**src/rtl/branch_pc_unit_pkg.sv**
```systemverilog
// Shared types and constants for the branch / PC stage.
// funct3 encodings, FSM states and datapath width.
package branch_pkg;

   localparam int XLEN = 32;

   localparam logic [2:0] F3_BEQ  = 3'b000;
   localparam logic [2:0] F3_BNE  = 3'b001;
   localparam logic [2:0] F3_BLT  = 3'b100;
   localparam logic [2:0] F3_BGE  = 3'b101;
   localparam logic [2:0] F3_BLTU = 3'b110;
   localparam logic [2:0] F3_BGEU = 3'b111;

   typedef enum logic {
      RUN,
      SQUASH
   } state_t;

endpackage

```
**src/rtl/branch_pc_unit_if.sv**
```systemverilog
// EX-side bundle of the branch / PC stage.
// master drives EX inputs, slave is the stage itself.
interface branch_pc_unit_if;
   import branch_pkg::*;

   logic            i_stall;
   logic            i_ex_valid;
   logic [XLEN-1:0] i_ex_pc;
   logic [XLEN-1:0] i_ex_imm;
   logic [XLEN-1:0] i_rs1_data;
   logic [2:0]      i_funct3;
   logic            i_is_branch;
   logic            i_is_jal;
   logic            i_is_jalr;
   logic            i_br_less;
   logic            i_br_equal;
   logic            o_br_un;
   logic [XLEN-1:0] o_pc;
   logic [XLEN-1:0] o_link;
   logic            o_taken;
   logic            o_flush;
   logic            o_misaligned;
   logic [XLEN-1:0] o_br_cnt;
   logic [XLEN-1:0] o_taken_cnt;

   modport master (
      output i_stall, i_ex_valid, i_ex_pc,
      output i_ex_imm, i_rs1_data, i_funct3,
      output i_is_branch, i_is_jal, i_is_jalr,
      output i_br_less, i_br_equal,
      input  o_br_un, o_pc, o_link, o_taken,
      input  o_flush, o_misaligned,
      input  o_br_cnt, o_taken_cnt
   );

   modport slave (
      input  i_stall, i_ex_valid, i_ex_pc,
      input  i_ex_imm, i_rs1_data, i_funct3,
      input  i_is_branch, i_is_jal, i_is_jalr,
      input  i_br_less, i_br_equal,
      output o_br_un, o_pc, o_link, o_taken,
      output o_flush, o_misaligned,
      output o_br_cnt, o_taken_cnt
   );

endinterface

```
**src/rtl/branch_pc_unit_cond.sv**
```systemverilog
// Branch condition decode from funct3 and comparator flags.
// Also selects comparator signedness (1 = signed).
module branch_cond
   import branch_pkg::*;
(
   input  logic [2:0] funct3,
   input  logic       less,
   input  logic       equal,
   output logic       cond,
   output logic       br_un
);

   assign br_un = ~funct3[1];

   // Map funct3 to its taken condition; 010/011 never take.
   always_comb begin
      cond = 1'b0;
      unique case (1'b1)
         (funct3 == F3_BEQ):  cond = equal;
         (funct3 == F3_BNE):  cond = ~equal;
         (funct3 == F3_BLT):  cond = less;
         (funct3 == F3_BGE):  cond = ~less;
         (funct3 == F3_BLTU): cond = less;
         (funct3 == F3_BGEU): cond = ~less;
         default:             cond = 1'b0;
      endcase
   end

endmodule

```
**src/rtl/branch_pc_unit.sv**
```systemverilog
// Branch resolution, fetch PC, squash window and stats.
// Redirects open a FLUSH_CYCLES window that hides EX.
module branch_pc_unit
   import branch_pkg::*;
#(
   parameter logic [XLEN-1:0] RESET_PC     = 32'h0000_0000,
   parameter int              FLUSH_CYCLES = 2
)
(
   input  logic             i_clk,
   input  logic             i_reset,
   branch_pc_unit_if.slave  bus
);

   localparam logic [1:0] FLUSH_LOAD = 2'(FLUSH_CYCLES - 1);

   state_t          state_q;
   state_t          state_d;
   logic [1:0]      sq_cnt_q;
   logic [1:0]      sq_cnt_d;
   logic [XLEN-1:0] pc_q;
   logic [XLEN-1:0] br_cnt_q;
   logic [XLEN-1:0] tk_cnt_q;
   logic [XLEN-1:0] target;
   logic            cond;
   logic            br_un;
   logic            live;
   logic            cond_taken;
   logic            taken;

   branch_cond u_cond (
      .funct3 (bus.i_funct3),
      .less   (bus.i_br_less),
      .equal  (bus.i_br_equal),
      .cond   (cond),
      .br_un  (br_un)
   );

   assign target = bus.i_is_jalr
                 ? ((bus.i_rs1_data + bus.i_ex_imm) & ~32'h1)
                 : (bus.i_ex_pc + bus.i_ex_imm);

   assign live = bus.i_ex_valid & ~bus.i_stall
               & (state_q == RUN);

   assign cond_taken = live & (bus.i_is_jal | bus.i_is_jalr
                     | (bus.i_is_branch & cond));

   assign taken = cond_taken & ~target[1];

   assign bus.o_taken      = taken;
   assign bus.o_misaligned = cond_taken & target[1];
   assign bus.o_br_un      = bus.i_ex_valid & br_un;
   assign bus.o_link       = bus.i_ex_valid
                           ? bus.i_ex_pc + 32'd4 : '0;
   assign bus.o_pc         = pc_q;
   assign bus.o_flush      = (state_q == SQUASH);
   assign bus.o_br_cnt     = br_cnt_q;
   assign bus.o_taken_cnt  = tk_cnt_q;

   // Fetch PC: redirect on taken, else sequential; stall holds.
   always_ff @(posedge i_clk) begin
      if (i_reset) begin
         pc_q <= RESET_PC;
      end else if (!bus.i_stall) begin
         pc_q <= taken ? target : pc_q + 32'd4;
      end
   end

   // Squash FSM next state; stall freezes state and counter.
   always_comb begin
      state_d  = state_q;
      sq_cnt_d = sq_cnt_q;
      unique case (state_q)
         RUN: begin
            if (taken) begin
               state_d  = SQUASH;
               sq_cnt_d = FLUSH_LOAD;
            end
         end
         SQUASH: begin
            if (!bus.i_stall) begin
               if (sq_cnt_q == 2'd0) begin
                  state_d = RUN;
               end else begin
                  sq_cnt_d = sq_cnt_q - 2'd1;
               end
            end
         end
         default: begin
            state_d  = RUN;
            sq_cnt_d = 2'd0;
         end
      endcase
   end

   // Squash FSM state register.
   always_ff @(posedge i_clk) begin
      if (i_reset) begin
         state_q  <= RUN;
         sq_cnt_q <= 2'd0;
      end else begin
         state_q  <= state_d;
         sq_cnt_q <= sq_cnt_d;
      end
   end

   // Saturating counts of live branches and taken branches.
   always_ff @(posedge i_clk) begin
      if (i_reset) begin
         br_cnt_q <= '0;
         tk_cnt_q <= '0;
      end else if (live & bus.i_is_branch) begin
         if (br_cnt_q != '1) br_cnt_q <= br_cnt_q + 32'd1;
         if (taken && tk_cnt_q != '1) begin
            tk_cnt_q <= tk_cnt_q + 32'd1;
         end
      end
   end

endmodule

```
**src/flat_wrapper.sv**
```systemverilog
// flat-port wrapper written by rule: the top's interface ports become plain ports
module branch_pc_unit_flat import branch_pkg::*;
#(
   parameter logic [XLEN-1:0] RESET_PC     = 32'h0000_0000,
   parameter int              FLUSH_CYCLES = 2
)
  (i_clk, i_reset, bus_i_stall, bus_i_ex_valid, bus_i_ex_pc, bus_i_ex_imm, bus_i_rs1_data, bus_i_funct3, bus_i_is_branch, bus_i_is_jal, bus_i_is_jalr, bus_i_br_less, bus_i_br_equal, bus_o_br_un, bus_o_pc, bus_o_link, bus_o_taken, bus_o_flush, bus_o_misaligned, bus_o_br_cnt, bus_o_taken_cnt);
  branch_pc_unit_if bus_i ();
  input  logic i_clk;
  input  logic i_reset;
  input wire logic [$bits(bus_i.i_stall)-1:0] bus_i_stall;
  input wire logic [$bits(bus_i.i_ex_valid)-1:0] bus_i_ex_valid;
  input wire logic [$bits(bus_i.i_ex_pc)-1:0] bus_i_ex_pc;
  input wire logic [$bits(bus_i.i_ex_imm)-1:0] bus_i_ex_imm;
  input wire logic [$bits(bus_i.i_rs1_data)-1:0] bus_i_rs1_data;
  input wire logic [$bits(bus_i.i_funct3)-1:0] bus_i_funct3;
  input wire logic [$bits(bus_i.i_is_branch)-1:0] bus_i_is_branch;
  input wire logic [$bits(bus_i.i_is_jal)-1:0] bus_i_is_jal;
  input wire logic [$bits(bus_i.i_is_jalr)-1:0] bus_i_is_jalr;
  input wire logic [$bits(bus_i.i_br_less)-1:0] bus_i_br_less;
  input wire logic [$bits(bus_i.i_br_equal)-1:0] bus_i_br_equal;
  output wire logic [$bits(bus_i.o_br_un)-1:0] bus_o_br_un;
  output wire logic [$bits(bus_i.o_pc)-1:0] bus_o_pc;
  output wire logic [$bits(bus_i.o_link)-1:0] bus_o_link;
  output wire logic [$bits(bus_i.o_taken)-1:0] bus_o_taken;
  output wire logic [$bits(bus_i.o_flush)-1:0] bus_o_flush;
  output wire logic [$bits(bus_i.o_misaligned)-1:0] bus_o_misaligned;
  output wire logic [$bits(bus_i.o_br_cnt)-1:0] bus_o_br_cnt;
  output wire logic [$bits(bus_i.o_taken_cnt)-1:0] bus_o_taken_cnt;
  assign bus_i.i_stall = bus_i_stall;
  assign bus_i.i_ex_valid = bus_i_ex_valid;
  assign bus_i.i_ex_pc = bus_i_ex_pc;
  assign bus_i.i_ex_imm = bus_i_ex_imm;
  assign bus_i.i_rs1_data = bus_i_rs1_data;
  assign bus_i.i_funct3 = bus_i_funct3;
  assign bus_i.i_is_branch = bus_i_is_branch;
  assign bus_i.i_is_jal = bus_i_is_jal;
  assign bus_i.i_is_jalr = bus_i_is_jalr;
  assign bus_i.i_br_less = bus_i_br_less;
  assign bus_i.i_br_equal = bus_i_br_equal;
  assign bus_o_br_un = bus_i.o_br_un;
  assign bus_o_pc = bus_i.o_pc;
  assign bus_o_link = bus_i.o_link;
  assign bus_o_taken = bus_i.o_taken;
  assign bus_o_flush = bus_i.o_flush;
  assign bus_o_misaligned = bus_i.o_misaligned;
  assign bus_o_br_cnt = bus_i.o_br_cnt;
  assign bus_o_taken_cnt = bus_i.o_taken_cnt;
  branch_pc_unit #(.RESET_PC(RESET_PC), .FLUSH_CYCLES(FLUSH_CYCLES)) u_core (.i_clk(i_clk), .i_reset(i_reset), .bus(bus_i));
endmodule
```
**config.mk**
```make
export PLATFORM = sky130hd
export DESIGN_NAME = branch_pc_unit_flat
export DESIGN_NICKNAME = d
export VERILOG_FILES = /design/src/rtl/branch_pc_unit_pkg.sv /design/src/rtl/branch_pc_unit_if.sv /design/src/rtl/branch_pc_unit_cond.sv /design/src/rtl/branch_pc_unit.sv /design/src/flat_wrapper.sv
export SDC_FILE = /design/constraint.sdc
export NUM_CORES = 1
export LEC_CHECK = 0
export CAP_MARGIN = 20
export CORE_ASPECT_RATIO = 1.4
export CORE_MARGIN = 5
export CORE_UTILIZATION = 50
export CTS_BUF_LIST = sky130_fd_sc_hd__clkbuf_2 sky130_fd_sc_hd__clkbuf_4 sky130_fd_sc_hd__clkbuf_8
export DETAILED_ROUTE_END_ITERATION = 8
export GPL_TIMING_DRIVEN = 0
export PLACE_DENSITY_LB_ADDON = 0.05
export SETUP_SLACK_MARGIN = 0.3
export SLEW_MARGIN = 5
export SYNTH_ARGS = -nofsm -noshare
export SYNTH_HDL_FRONTEND = slang
export SYNTH_SLANG_ARGS = --single-unit
```
**constraint.sdc**
```tcl
create_clock -name i_clk -period 7.17 [get_ports i_clk]
set_clock_uncertainty 0.05 [all_clocks]
set_input_delay 1.7925 -clock i_clk [delete_from_list [all_inputs] [get_ports i_clk]]
set_output_delay 1.7925 -clock i_clk [all_outputs]
set_load 0.01 [all_outputs]
```
; ---- Word level (Yosys, flattened, before mapping)
; Cells that the tools add are included.
; W data, S select, Z words.
[word_totals]
register_bits = 99
input_bits = 108
output_inout_bits = 132
elab_cells = 58
[op_classes]
addsub = 7
eq_ne = 10
muxes = 12
bitwise_logic = 16
n_reduce_logical = 8
[ops]
columns = cell, count
row1 = $mux W32, 3
row2 = $add A32 B1 Y32 const B, 2
row3 = $add A32 B3 Y32 const B, 2
row4 = $add A32 B32 Y32, 2
row5 = $ne A32 B32 Y1 const B, 2
row6 = $eq A3 B3 Y1 const B, 4
row7 = $and A1 B1 Y1, 8
row8 = $mux W2, 3
row9 = $not A1 Y1, 6
row10 = $ne A2 B2 Y1 const B, 2
row11 = $pmux W1 S4, 1
row12 = $pmux W2 S2, 1
row13 = $reduce_and A2 Y1, 2
row14 = $reduce_or A2 Y1, 2
row15 = $eq A3 B1 Y1 const B, 1
row16 = $logic_not A3 Y1, 1
row17 = $mux W1, 3
row18 = $reduce_and A3 Y1, 1
row19 = $logic_not A2 Y1, 1
row20 = $ne A2 B1 Y1 const B, 1
row21 = $or A1 B1 Y1, 2
row22 = $pmux W1 S2, 1
row23 = $sub A2 B1 Y2 const B, 1
row24 = $logic_and A1 B1 Y1, 1

; ---- Logic depth before layout (Yosys ltp)
; Gate-level depths: netlist (run 1).
[depth]
ltp_word = 9
depth_mapped = 11
ltp_nobuf = 11

; ---- Hierarchy
; Synthesis (run 1) repeated with hierarchy kept, for this count alone.
[unflattened]
cells_unflattened = 1234
hier_area_um2 = 9198.8
[by_module_without_submodules]
columns = mod, n_inst, cells_each, area_each_um2, seq_area_each_um2
row1 = branch_pc_unit, 1, 1229, 9165.0, 1981.9
row2 = branch_cond, 1, 5, 33.8, 0.0

; ---- Worst setup path after synthesis (run 1)
; Ideal clock, no wire load.
[synth_timing]
kind = input-to-output
start = input bus_i_ex_imm[0]
end = output bus_o_taken
t_arrival_ns = 3.585
required_time_ns = 5.327
slack_ns = 1.742
stages = 7
n_path_buf = 2
cell_sequence = ha_1 fa_1 o31ai_1 nand2_1 inv_1 buf_2 buf_2
[synth_via]
elab_chain_len = 4
word_cells_on_any_way = 5
classes_between = 2 x add/sub / 1 x mux / 2 x bitwise
[synth_lines]
columns = element, line
row1 = "start, declared", flat_wrapper.sv:14  ; input wire logic [$bits(bus_i.i_ex_imm)-1:0] bus_i_ex_imm;
row2 = $add A32 B32 Y32 (on tied branches), "branch_pc_unit.sv:41, branch_pc_unit.sv:40"
row3 = $mux W32 (*), branch_pc_unit.sv:40  ; ? ((bus.i_rs1_data + bus.i_ex_imm) & ~32'h1)
row4 = $not A1 Y1 (*), branch_pc_unit.sv:49  ; assign taken = cond_taken & ~target[1];
row5 = $and A1 B1 Y1 (*), branch_pc_unit.sv:49
row6 = "end, declared", flat_wrapper.sv:25  ; output wire logic [$bits(bus_i.o_taken)-1:0] bus_o_taken;
; Every way passes the cells marked *; elsewhere a longest branch is shown, timed or not.

; ---- Worst setup path after layout (run 1)
; Same ends and word-level chain as after synthesis.

==> metrics.txt, run 1 <==
# TYPE chip_impl_metric gauge
chip_impl_metric{name="global_route.overflow_total",unit=""} 0
chip_impl_metric{name="ant_nets",unit=""} 0
chip_impl_info{name="synthDominantAreaCellType",value="dfxtp_1"} 1
chip_impl_metric{name="clkSinkCount",unit=""} 99
chip_impl_metric{name="design.final.nets",unit=""} 1649
chip_impl_metric{name="wire_length_per_cell_after_detailed_routing",unit="um"} 16.9
chip_impl_metric{name="first_global_vias",unit=""} 9674
chip_impl_metric{name="combPwrFrac",unit="%"} 37.7
chip_impl_metric{name="htree_levels",unit=""} 3
chip_impl_metric{name="hpwlAfterDp",unit="um"} 23900
chip_impl_metric{name="worst_setup_hold_path_clk_slew",unit="ns"} 0.10
chip_impl_metric{name="worst_path_largest_cell_delay",unit="ns"} 0.57
chip_impl_metric{name="synth-seq-area-share",unit="%"} 21.7
chip_impl_metric{name="post_route_cell_area",unit="um^2"} 12100
chip_impl_metric{name="detailroute.via_count",unit=""} 9857
chip_impl_metric{name="p_per_area",unit="nW/um^2"} 126
chip_impl_metric{name="slew_violations",unit=""} 0
chip_impl_info{name="cts_tree",value="done"} 1
chip_impl_info{name="rsz_0062_raised_after_global_routing",value="true"} 1
chip_impl_metric{name="syn_to_final_growth",unit="%"} 32.0
chip_impl_metric{name="grt_first_pass_wirelength",unit="um"} 47100
chip_impl_metric{name="dr_wl_met2",unit="um"} 14700
chip_impl_metric{name="share_clk_of_total_power",unit="%"} 24.7
chip_impl_metric{name="leakagePower",unit="nW"} 4.45
chip_impl_metric{name="core_area",unit="um^2"} 18000
chip_impl_metric{name="number_of_buffers_on_the_longest_clock_path",unit=""} 2
chip_impl_metric{name="mappedNetlistNets",unit=""} 1400
chip_impl_metric{name="synthDistinctLibCells",unit=""} 76
chip_impl_metric{name="dieArea",unit="um^2"} 21200
chip_impl_metric{name="core.rowCount",unit=""} 58
chip_impl_metric{name="worstPathRequired",unit="ns"} 5.33
chip_impl_metric{name="gp_congestion",unit=""} 0.945
chip_impl_metric{name="fin_tns_setup",unit="ns"} 0
chip_impl_info{name="status",value="finished clean"} 1
chip_impl_info{name="ys_top_cells_by_area",value="dfxtp_1 (22%), ha_1 (9.0%), xnor2_1 (7.1%)"} 1
chip_impl_metric{name="synth-warning-count",unit=""} 0
chip_impl_info{name="worst_path_dominant_cell_family",value="buffers and inverters"} 1
chip_impl_metric{name="grt_antenna_before_repair",unit=""} 0
chip_impl_info{name="endpoint_kind",value="output port"} 1
chip_impl_metric{name="height_of_the_chip",unit="um"} 170
chip_impl_metric{name="netSwitchingPower",unit="mW"} 0.532
chip_impl_info{name="synth_top_cells_by_count",value="nor2_1 (140), nand2_1 (118), a21oi_1 (99), dfxtp_1 (99), xnor2_1 (74)"} 1
chip_impl_metric{name="synthesis.instances",unit=""} 1224
chip_impl_metric{name="asyncSetResetFlopFracSynth",unit="%"} 0
chip_impl_info{name="critical_path.startpoint_type",value="input pin"} 1
chip_impl_metric{name="drv.max_cap_violation_count",unit=""} 0
chip_impl_metric{name="sum_of_buffers_and_inverters_on_the_critical_path",unit=""} 5
chip_impl_info{name="worstHoldPathType",value="reg2reg"} 1
chip_impl_metric{name="achievable-frequency",unit="MHz"} 148
chip_impl_metric{name="drc",unit=""} 0
chip_impl_metric{name="syn-mean-instance-area",unit="um^2"} 7.48
chip_impl_metric{name="tightest_slew",unit="ns"} 0.861
chip_impl_metric{name="grtUsageTotal",unit="%"} 26.6
chip_impl_metric{name="postRouteWirelength",unit="um"} 29100
chip_impl_metric{name="worst_hold_margin",unit="ns"} 0.427
chip_impl_metric{name="met3_length",unit="um"} 1580
chip_impl_info{name="synth-main-ff-cell",value="dfxtp_1"} 1
chip_impl_metric{name="start_util",unit="%"} 50.9
chip_impl_metric{name="postPlaceCellArea",unit="um^2"} 11800
chip_impl_metric{name="worst_slew_margin_rel",unit="%"} 42.1
chip_impl_metric{name="die_x",unit="um"} 124
chip_impl_info{name="critical_path_class",value="in2out"} 1
chip_impl_metric{name="cts_setup_buffers",unit=""} 0
chip_impl_metric{name="port_buffers",unit=""} 238
chip_impl_info{name="clk_root_buffer_cell",value="clkbuf_8"} 1
chip_impl_metric{name="clock_latency",unit="ns"} 0.38
chip_impl_metric{name="number_of_top_level_pins",unit=""} 240
chip_impl_info{name="critPathMostFrequentCell",value="clkdlybuf4s50_1"} 1
chip_impl_metric{name="netlist.area_leader.share",unit="%"} 21.7
chip_impl_metric{name="pin_count_of_the_biggest_net_entering_global_routing",unit=""} 17
chip_impl_metric{name="final.period_utilization",unit="%"} 94.2
chip_impl_info{name="critical_path_cell_sequence",value="clkdlybuf4s50_1 -> ha_1 -> fa_1 -> o31ai_4 -> nand2_4 -> inv_2 -> buf_2 -> buf_4 -> clkdlybuf4s50_1"} 1
chip_impl_info{name="cp_slowest_cell",value="fa_1"} 1
chip_impl_metric{name="final_layout_size_suffix_gt1_share",unit="%"} 3.99
chip_impl_metric{name="dr.first_iter.drc_count",unit=""} 505
chip_impl_metric{name="met1Wirelength",unit="um"} 11800
chip_impl_metric{name="critical_path_peak_fanout",unit=""} 10
chip_impl_metric{name="cp_data_arrival_time",unit="ns"} 4.91
chip_impl_metric{name="num-fill-cells",unit=""} 1667
chip_impl_info{name="synth_most_common_cell",value="nor2_1"} 1
chip_impl_metric{name="detail_route.first_pass.iterations",unit=""} 7
chip_impl_metric{name="power_switching_share",unit="%"} 34.8
chip_impl_metric{name="internal_power",unit="mW"} 0.995
chip_impl_metric{name="timing.final.setup_violations",unit=""} 0
chip_impl_metric{name="avgViaCountPerCell",unit=""} 5.74
chip_impl_metric{name="antenna_cells",unit=""} 0
chip_impl_metric{name="peakVddDrop",unit="uV"} 114
chip_impl_info{name="highest-signal-layer",value="met4"} 1
chip_impl_metric{name="seq_power_share",unit="%"} 37.5
chip_impl_metric{name="syn_area",unit="um^2"} 9150
chip_impl_metric{name="fin_util",unit="%"} 67.2
chip_impl_metric{name="tritoncts.num_buffers",unit=""} 9
chip_impl_metric{name="finalHoldViolations",unit=""} 0
chip_impl_metric{name="synth-edff-count",unit=""} 0
chip_impl_metric{name="timing.final.crit_period",unit="ns"} 6.76
chip_impl_metric{name="synth_seq_cells",unit=""} 99
chip_impl_metric{name="cts_hold_repair.buffers",unit=""} 0
[per-stage QoR]
stage / instances / power [mW] / setup WS [ns]
finish: 1717 / 1.53 / 0.414
global route: 1717 / 1.61 / 0.277
CTS: 1717 / 1.53 / 0.346
detailed placement: 1702 / 1.15 / -0.275
global placement: 1702 / 1.15 / -0.267
floorplan: 1224 / 0.939 / 1.74
[state kept, by name, summed over array words and instances (netlist names)]
name                    flops
u_core.bus.o_br_cnt        32
u_core.bus.o_flush          1
u_core.bus.o_pc            32
u_core.bus.o_taken_cnt     32
u_core.sq_cnt_q             2
[worst paths after layout]
check / slack [ns] / cells after the start / endpoint / from
worst min register to register: 0.43 / 1 / u_core.bus.o_pc[1] / u_core.bus.o_pc[1]
worst max-delay path: 0.41 / 9 / bus_o_taken / bus_i_ex_imm[0]
worst min-delay path: 0.43 / 1 / u_core.bus.o_pc[1] / u_core.bus.o_pc[1]
worst max register to register: 4.17 / 10 / u_core.bus.o_pc[30] / u_core.bus.o_pc[2]
[metal layers]
layer | track usage (%) | up-vias
met5 | 0 | -
met4 | 11.3 | 0
met3 | 3.77 | 60
met2 | 49.4 | 341
met1 | 30.4 | 4507
li1 | - | 4949
[area by class of cell]
type / instances / area [um^2] / share of cell area [%]
plain buffers: 39 / 153 / 1.26
multi-input cells: 1052 / 6940 / 57.4
inverters: 34 / 128 / 1.06
clock buffers: 10 / 138 / 1.14
flip-flops and latches: 99 / 1980 / 16.4
clock inverters: 5 / 62.6 / 0.518
repair buffers: 238 / 2380 / 19.7
well taps: 240 / 300 / 2.48
[worst reg2reg max path: stages (launching register included)]
cell,delay (ns)
dfxtp_1,0.48
ha_1,0.25
nand3_1,0.20
nor4_2,0.64
and3_1,0.36
nand4_1,0.20
or3_1,0.35
nand2_1,0.07
a21o_1,0.12
a31oi_1,0.04
o22ai_1,0.18
[logic make-up after synthesis]
| family | count (synthesis) | synth area share (%) |
|---|---|---|
| multiplexers | 12 | 1.35 |
| AND/OR/NAND/NOR | 508 | 27.7 |
| flip-flops | 99 | 21.7 |
| adder cells (fa/ha/maj) | 68 | 9.46 |
| XOR/XNOR | 132 | 12.6 |
| buffers and inverters | 73 | 3.03 |
| AO/OA/AOI/OAI | 332 | 24.1 |
[power by group through the flow]
stage / Sequential (mW) / Clock [mW] / Combinational [mW]
detailed placement: 0.585 / 0 / 0.565
global route: 0.575 / 0.404 / 0.630
finish: 0.573 / 0.377 / 0.576
floorplan: 0.586 / 0 / 0.353
CTS: 0.573 / 0.383 / 0.571
global placement: 0.585 / 0 / 0.561
[repair_timing]
action	CTS	global route
endpoints found under the setup margin	3	4
gates resized for setup	9	3
pin swaps	0	1
[placed cells by master, fill, tap and decap left out, drive strengths merged, types with 17 or more instances in the layout]
| cell | netlist | final |
|---|---|---|
| nand3 | 52 | 52 |
| dfxtp | 99 | 99 |
| inv | 34 | 35 |
| a21oi | 100 | 100 |
| nand4 | 28 | 28 |
| a21o | 35 | 35 |
| clkbuf | 33 | 43 |
| a31oi | 17 | 17 |
| ha | 66 | 66 |
| or3 | 21 | 21 |
| xnor2 | 74 | 74 |
| xor2 | 58 | 58 |
| nor2 | 140 | 140 |
| o21ai | 71 | 71 |
| a211oi | 19 | 19 |
| and2 | 37 | 37 |
| nor3 | 29 | 29 |
| nand2 | 118 | 118 |
| clkdlybuf4s50 | 0 | 238 |
| and3 | 19 | 19 |
No activity file was read; power rests on OpenSTA's default activity.
==> inputs of run 2 (changes only) <==
--- a/config.mk
+++ b/config.mk
@@ -9,11 +9,11 @@
 export CORE_ASPECT_RATIO = 1.4
 export CORE_MARGIN = 5
 export CORE_UTILIZATION = 50
-export CTS_BUF_LIST = sky130_fd_sc_hd__clkbuf_2 sky130_fd_sc_hd__clkbuf_4 sky130_fd_sc_hd__clkbuf_8
+export CTS_BUF_LIST = sky130_fd_sc_hd__clkbuf_16
 export DETAILED_ROUTE_END_ITERATION = 8
 export GPL_TIMING_DRIVEN = 0
 export PLACE_DENSITY_LB_ADDON = 0.05
-export SETUP_SLACK_MARGIN = 0.3
+export SETUP_SLACK_MARGIN = 0.5
 export SLEW_MARGIN = 5
 export SYNTH_ARGS = -nofsm -noshare
 export SYNTH_HDL_FRONTEND = slang
==> run 2 against run 1 <==
  * Register-to-register slack improved by 0.03 ns
  * Hold slack got worse by 0.0045 ns
  * Critical endpoint unchanged
  * Largest cell class unchanged
  * Largest power group unchanged
  * Utilization up 0.77 points
==> metrics.txt, run 2 (synthesized netlist as in run 1, its figures left out) <==
# TYPE chip_impl_metric gauge
chip_impl_info{name="critical_path.reg2reg.endpoint",value="u_core.bus.o_pc[30]"} 1
chip_impl_metric{name="syn_to_final_growth",unit="%"} 33.6
chip_impl_metric{name="dieArea",unit="um^2"} 21200
chip_impl_metric{name="number_of_top_level_pins",unit=""} 240
chip_impl_info{name="critical_path.reg2reg.startpoint",value="u_core.bus.o_pc[2]"} 1
chip_impl_metric{name="critical_path_peak_fanout",unit=""} 10
chip_impl_metric{name="number_of_buffers_on_the_longest_clock_path",unit=""} 2
chip_impl_metric{name="grtUsageTotal",unit="%"} 26.6
chip_impl_metric{name="timing.final.setup_violations",unit=""} 0
chip_impl_metric{name="place_worst_setup_slack",unit="ns"} -0.275
chip_impl_metric{name="antenna_cells",unit=""} 0
chip_impl_metric{name="htree_levels",unit=""} 3
chip_impl_metric{name="ant_nets",unit=""} 0
chip_impl_metric{name="worstPathRequired",unit="ns"} 5.33
chip_impl_info{name="leading_cell_type_in_the_layout_fill_and_taps_excluded",value="clkdlybuf4s50_1"} 1
chip_impl_info{name="status",value="finished clean"} 1
chip_impl_info{name="critical_path.startpoint_type",value="input pin"} 1
chip_impl_metric{name="seq_power_share",unit="%"} 35.0
chip_impl_metric{name="design.final.nets",unit=""} 1651
chip_impl_metric{name="finalHoldViolations",unit=""} 0
chip_impl_metric{name="netSwitchingPower",unit="mW"} 0.542
chip_impl_info{name="endpoint_kind",value="output port"} 1
chip_impl_metric{name="clock_latency",unit="ns"} 0.35
chip_impl_metric{name="final_layout_size_suffix_gt1_share",unit="%"} 4.39
chip_impl_info{name="critical_path_launch_point",value="bus_i_ex_imm[0]"} 1
chip_impl_info{name="rsz_0062_raised_after_global_routing",value="true"} 1
chip_impl_metric{name="detailroute.via_count",unit=""} 9882
chip_impl_metric{name="core.rowCount",unit=""} 58
chip_impl_metric{name="grt_first_pass_wirelength",unit="um"} 47300
chip_impl_metric{name="combPwrFrac",unit="%"} 35.2
chip_impl_info{name="cp_slowest_cell",value="clkdlybuf4s50_1"} 1
chip_impl_metric{name="port_buffers",unit=""} 238
chip_impl_metric{name="pin_count_of_the_biggest_net_entering_global_routing",unit=""} 17
chip_impl_metric{name="fin_tns_setup",unit="ns"} 0
chip_impl_metric{name="cp_data_arrival_time",unit="ns"} 4.73
chip_impl_info{name="worstHoldPathType",value="reg2reg"} 1
chip_impl_metric{name="wire_length_per_cell_after_detailed_routing",unit="um"} 16.9
chip_impl_info{name="layout.cells.most_common_list",value="clkdlybuf4s50_1 (236), nor2_1 (139), nand2_1 (117)"} 1
chip_impl_info{name="worst_path_dominant_cell_family",value="buffers and inverters"} 1
chip_impl_metric{name="p_per_area",unit="nW/um^2"} 134
chip_impl_metric{name="clkSinkCount",unit=""} 99
chip_impl_metric{name="achievable-frequency",unit="MHz"} 152
chip_impl_info{name="critPathMostFrequentCell",value="clkdlybuf4s50_1"} 1
chip_impl_metric{name="sum_of_buffers_and_inverters_on_the_critical_path",unit=""} 5
chip_impl_metric{name="height_of_the_chip",unit="um"} 170
chip_impl_metric{name="tightest_slew",unit="ns"} 0.836
chip_impl_metric{name="core_area",unit="um^2"} 18000
chip_impl_metric{name="worst_path_largest_cell_delay",unit="ns"} 0.55
chip_impl_metric{name="grt_antenna_before_repair",unit=""} 0
chip_impl_metric{name="dr.first_iter.drc_count",unit=""} 501
chip_impl_info{name="critical_path_endpoint",value="bus_o_taken"} 1
chip_impl_metric{name="avgViaCountPerCell",unit=""} 5.75
chip_impl_metric{name="timing.final.crit_period",unit="ns"} 6.57
chip_impl_metric{name="timing.reg2reg.setup_slack",unit="ns"} 4.20
chip_impl_metric{name="start_util",unit="%"} 50.9
chip_impl_metric{name="final_critical_path_setup_slack",unit="ns"} 0.600
chip_impl_metric{name="drc",unit=""} 0
chip_impl_metric{name="first_global_vias",unit=""} 9699
chip_impl_info{name="cts_tree",value="done"} 1
chip_impl_info{name="critical_path_cell_sequence",value="clkdlybuf4s50_1 -> ha_1 -> fa_2 -> o31ai_4 -> nand2_4 -> inv_2 -> buf_4 -> buf_6 -> clkdlybuf4s50_1"} 1
chip_impl_metric{name="final.period_utilization",unit="%"} 91.6
chip_impl_metric{name="postRouteWirelength",unit="um"} 29100
chip_impl_metric{name="global_route.overflow_total",unit=""} 0
chip_impl_info{name="clk_root_buffer_cell",value="clkbuf_16"} 1
chip_impl_metric{name="die_x",unit="um"} 124
chip_impl_metric{name="peakVddDrop",unit="uV"} 116
chip_impl_metric{name="drv.max_cap_violation_count",unit=""} 0
chip_impl_metric{name="power_switching_share",unit="%"} 33.1
chip_impl_metric{name="slew_violations",unit=""} 0
chip_impl_metric{name="leakagePower",unit="nW"} 4.52
chip_impl_metric{name="hpwlAfterDp",unit="um"} 23900
chip_impl_metric{name="gp_congestion",unit=""} 0.945
chip_impl_metric{name="reg2regPathDepth",unit=""} 10
chip_impl_metric{name="worst_slew_margin_rel",unit="%"} 43.8
chip_impl_metric{name="detail_route.first_pass.iterations",unit=""} 8
chip_impl_metric{name="path_depth",unit=""} 9
chip_impl_metric{name="tritoncts.num_buffers",unit=""} 9
chip_impl_metric{name="share_clk_of_total_power",unit="%"} 29.8
chip_impl_metric{name="worst_setup_hold_path_clk_slew",unit="ns"} 0.07
chip_impl_info{name="critical_path_class",value="in2out"} 1
chip_impl_metric{name="internal_power",unit="mW"} 1.09
[run 2: cell count changes in the layout (fill, tap and decap cells not counted), sizes merged]
| cell | delta |
|---|---|
| clkbuf | -1 |
| clkdlybuf4s50 | -2 |
| buf | +2 |
| dlymetal6s2s | +2 |
| clkinv | +1 |
[run 2: worst register-to-register path: stages (launching register included)]
cell     delay [ns]
dfxtp_1        0.46
ha_1           0.24
nand3_1        0.20
nor4_2         0.63
and3_1         0.35
nand4_1        0.20
or3_1          0.35
nand2_1        0.08
a21o_1         0.12
a31oi_1        0.04
o22ai_1        0.18
[run 2: how the worst min path moves through the flow]
stage / from / end / cells past startpoint
after global placement: u_core.bus.o_pc[1] / u_core.bus.o_pc[1] / 1
after CTS: u_core.bus.o_pc[1] / u_core.bus.o_pc[1] / 1
after floorplan: u_core.bus.o_pc[0] / u_core.bus.o_pc[0] / 2
final: u_core.bus.o_pc[1] / u_core.bus.o_pc[1] / 1
after detailed placement: u_core.bus.o_pc[1] / u_core.bus.o_pc[1] / 1
after global routing: u_core.bus.o_pc[1] / u_core.bus.o_pc[1] / 1
[run 2: routing by layer]
metal / track usage [%] / up-vias / routed length (um)
met5: 0 / - / 0
met4: 10.8 / 0 / 1000
met3: 4.14 / 74 / 1550
met2: 49.3 / 342 / 14800
met1: 30.5 / 4518 / 11800
li1: - / 4948 / -
[run 2: power by group through the flow]
stage	registers, mW	clock network (mW)	logic [mW]
floorplan	0.586	0	0.353
global placement	0.585	0	0.561
detailed placement	0.585	0	0.565
CTS	0.573	0.495	0.572
global route	0.574	0.518	0.632
finish	0.573	0.487	0.576
[run 2: what timing repair did]
item	in CTS	in global routing
setup buffers	1	1
endpoints found under the setup margin	4	6
pin swaps	2	3
endpoints found under the hold margin	0	0
resized for setup	13	10
hold buffers	0	0
[run 2: cell type report]
type	instances	area, um^2
well taps	240	300
clock buffers	9	225
inverters	34	128
repair buffers	240	2400
flip-flops and latches	99	1980
clock inverters	6	66.3
multi-input cells	1052	6960
plain buffers	39	159
fillers	1653	5770
[run 2: through the flow]
stage               hold WS [ns]  cell area [um^2]  utilization, %  std cells  total power [mW]
CTS                        0.425             12200            67.7       1718              1.64
global placement           0.414             11800            65.8       1702              1.15
detailed placement         0.415             11800            65.8       1702              1.15
global route               0.445             12200            67.9       1719              1.72
finish                     0.422             12200            67.9       1719              1.64
floorplan                  0.426              9150               -       1224             0.939
==> variant: new RTL, config.mk and constraints of run 1 <==
`XLEN`: 32 -> 48.
--- a/src/rtl/branch_pc_unit_pkg.sv
+++ b/src/rtl/branch_pc_unit_pkg.sv
@@ -3,5 +3,5 @@
 package branch_pkg;
 
-   localparam int XLEN = 32;
+   localparam int XLEN = 48;
 
    localparam logic [2:0] F3_BEQ  = 3'b000;
Interface: changed (7 resized); port bits go from 240 to 352. No check against the original RTL was run, so the function may have changed too.
==> variant against run 1 <==
- non-clock buffer count up 147
- die area up 48%
- count of clock-buffer cells in the layout up 9
- final area up 52%
- wire length up 80%
- worst setup slack worse by 0.017 ns
- total power up 54%
- area after synthesis up 52%
- via count up 63%
- synthesized cell count up 57%
- critical path depth up 3
- sequential cell count up 48
- largest cell class unchanged
==> variant: results <==
group,metric,value,unit
power,ir_worst_vdd,0.1311,mV
final_layout,diodes,1,
sta,fin_crit,6.773,ns
floorplan,core-area,0.02757,mm²
placement,pre_cts_ws,-0.6570,ns
critical_path,worst-r2r-setup-slack,3.50,ns
synth,syn_nets,2181,
detailed_routing,met2_length,25690,µm
placement,port_buffers,349,
final_layout,multi_input_cells,1661,
final_layout,nNetsFinal,2551,
hold_path,worst_hold_path.endpoint,"u_core.bus.o_pc[0]$_SDFFE_PP0P_",
critical_path,crit_arrival,4.93,ns
detailed_routing,drt_iter0_markers,1149,
synth,muxShareOfSynthArea,0.4320,%
final_layout,clkCellAreaFrac,2.007,%
power,leakagePower,6.902,nW
final_layout,nClkBuffers,19,
final_layout,num-nonclk-buffers,424,
sta,worstMarginPinSlew,0.9585,ns
sta,hold_ws,0.4100,ns
critical_path,worstReg2RegStart,"u_core.bus.o_flush$_SDFF_PP0_",
critical_path,r2r-end,"u_core.bus.o_br_cnt[42]$_SDFFE_PP0P_",
synth,syn_area_per_cell,7.223,µm²
final_layout,nFillCells,2576,
cts,cts_inserted_buffers,17,
final_layout,layout-drive-gt1-share,3.683,%
synth,synth_cell_types,77,
critical_path,crit_slowest_cell,"clkdlybuf4s50_1",
power,power_density,128.2,mW/mm²
detailed_routing,first_pass_iters,8,
hold_path,whs_path_depth,2,
final_layout,instances_no_fill,2679,
final_layout,regArea,0.002943,mm²
detailed_routing,wl_met1,19990,µm
final_layout,inverters,44,
detailed_routing,vias_per_cell,5.990,
hold_path,holdCritStartpoint,"u_core.bus.o_pc[0]$_SDFFE_PP0P_",
synth,ys_seq_elements,147,
synth,netlist_top_cells_area,"dfxtp_1, ha_1, a21oi_1, xor2_1, xnor2_1",
detailed_routing,routed_wl,52400,µm
final_layout,nonClkBufAreaFrac,20.87,%
critical_path,r2r_cells,9,
placement,place_congestion,0.9995,
synth,synth_top_area_share,21.17,%
global_routing,grt_use_total,31.99,%
global_routing,first_global_vias,15560,
synth,synthAdderAreaFrac,9.107,%
run_status,outcome,"finished clean",
## variant: cell count changes after synthesis, moves of 44 or more
cell     delta
nand3_1    +46
dfxtp_1    +48
nor2_1     +62
o21ai_0    +46
xor2_1     +44
nand2_1    +58
a21oi_1   +101
## variant: power by group through the flow
stage / combinational (mW) / sequential [mW] / clock, mW
6_report: 0.879 / 0.846 / 0.625
5_1_grt: 0.947 / 0.848 / 0.664
4_1_cts: 0.864 / 0.845 / 0.631
3_5_place_dp: 0.856 / 0.864 / 0
3_3_place_gp: 0.848 / 0.863 / 0
2_1_floorplan: 0.508 / 0.864 / 0
## variant: layer usage
metal / vias to the layer above / track usage (%)
met4: 0 / 14.11
met5: - / 0
li1: 7724 / -
met2: 670 / 56.35
met3: 157 / 6.792
met1: 7497 / 36.63
## variant: timing repair
action                                  in CTS  in global routing
hold endpoints to repair                     0                  0
endpoints found under the setup margin      15                  8
pin swaps                                    1                  1
setup buffers                                2                  0
gates cloned                                 0                  0
resized for setup                           18                 12
hold buffers                                 0                  0
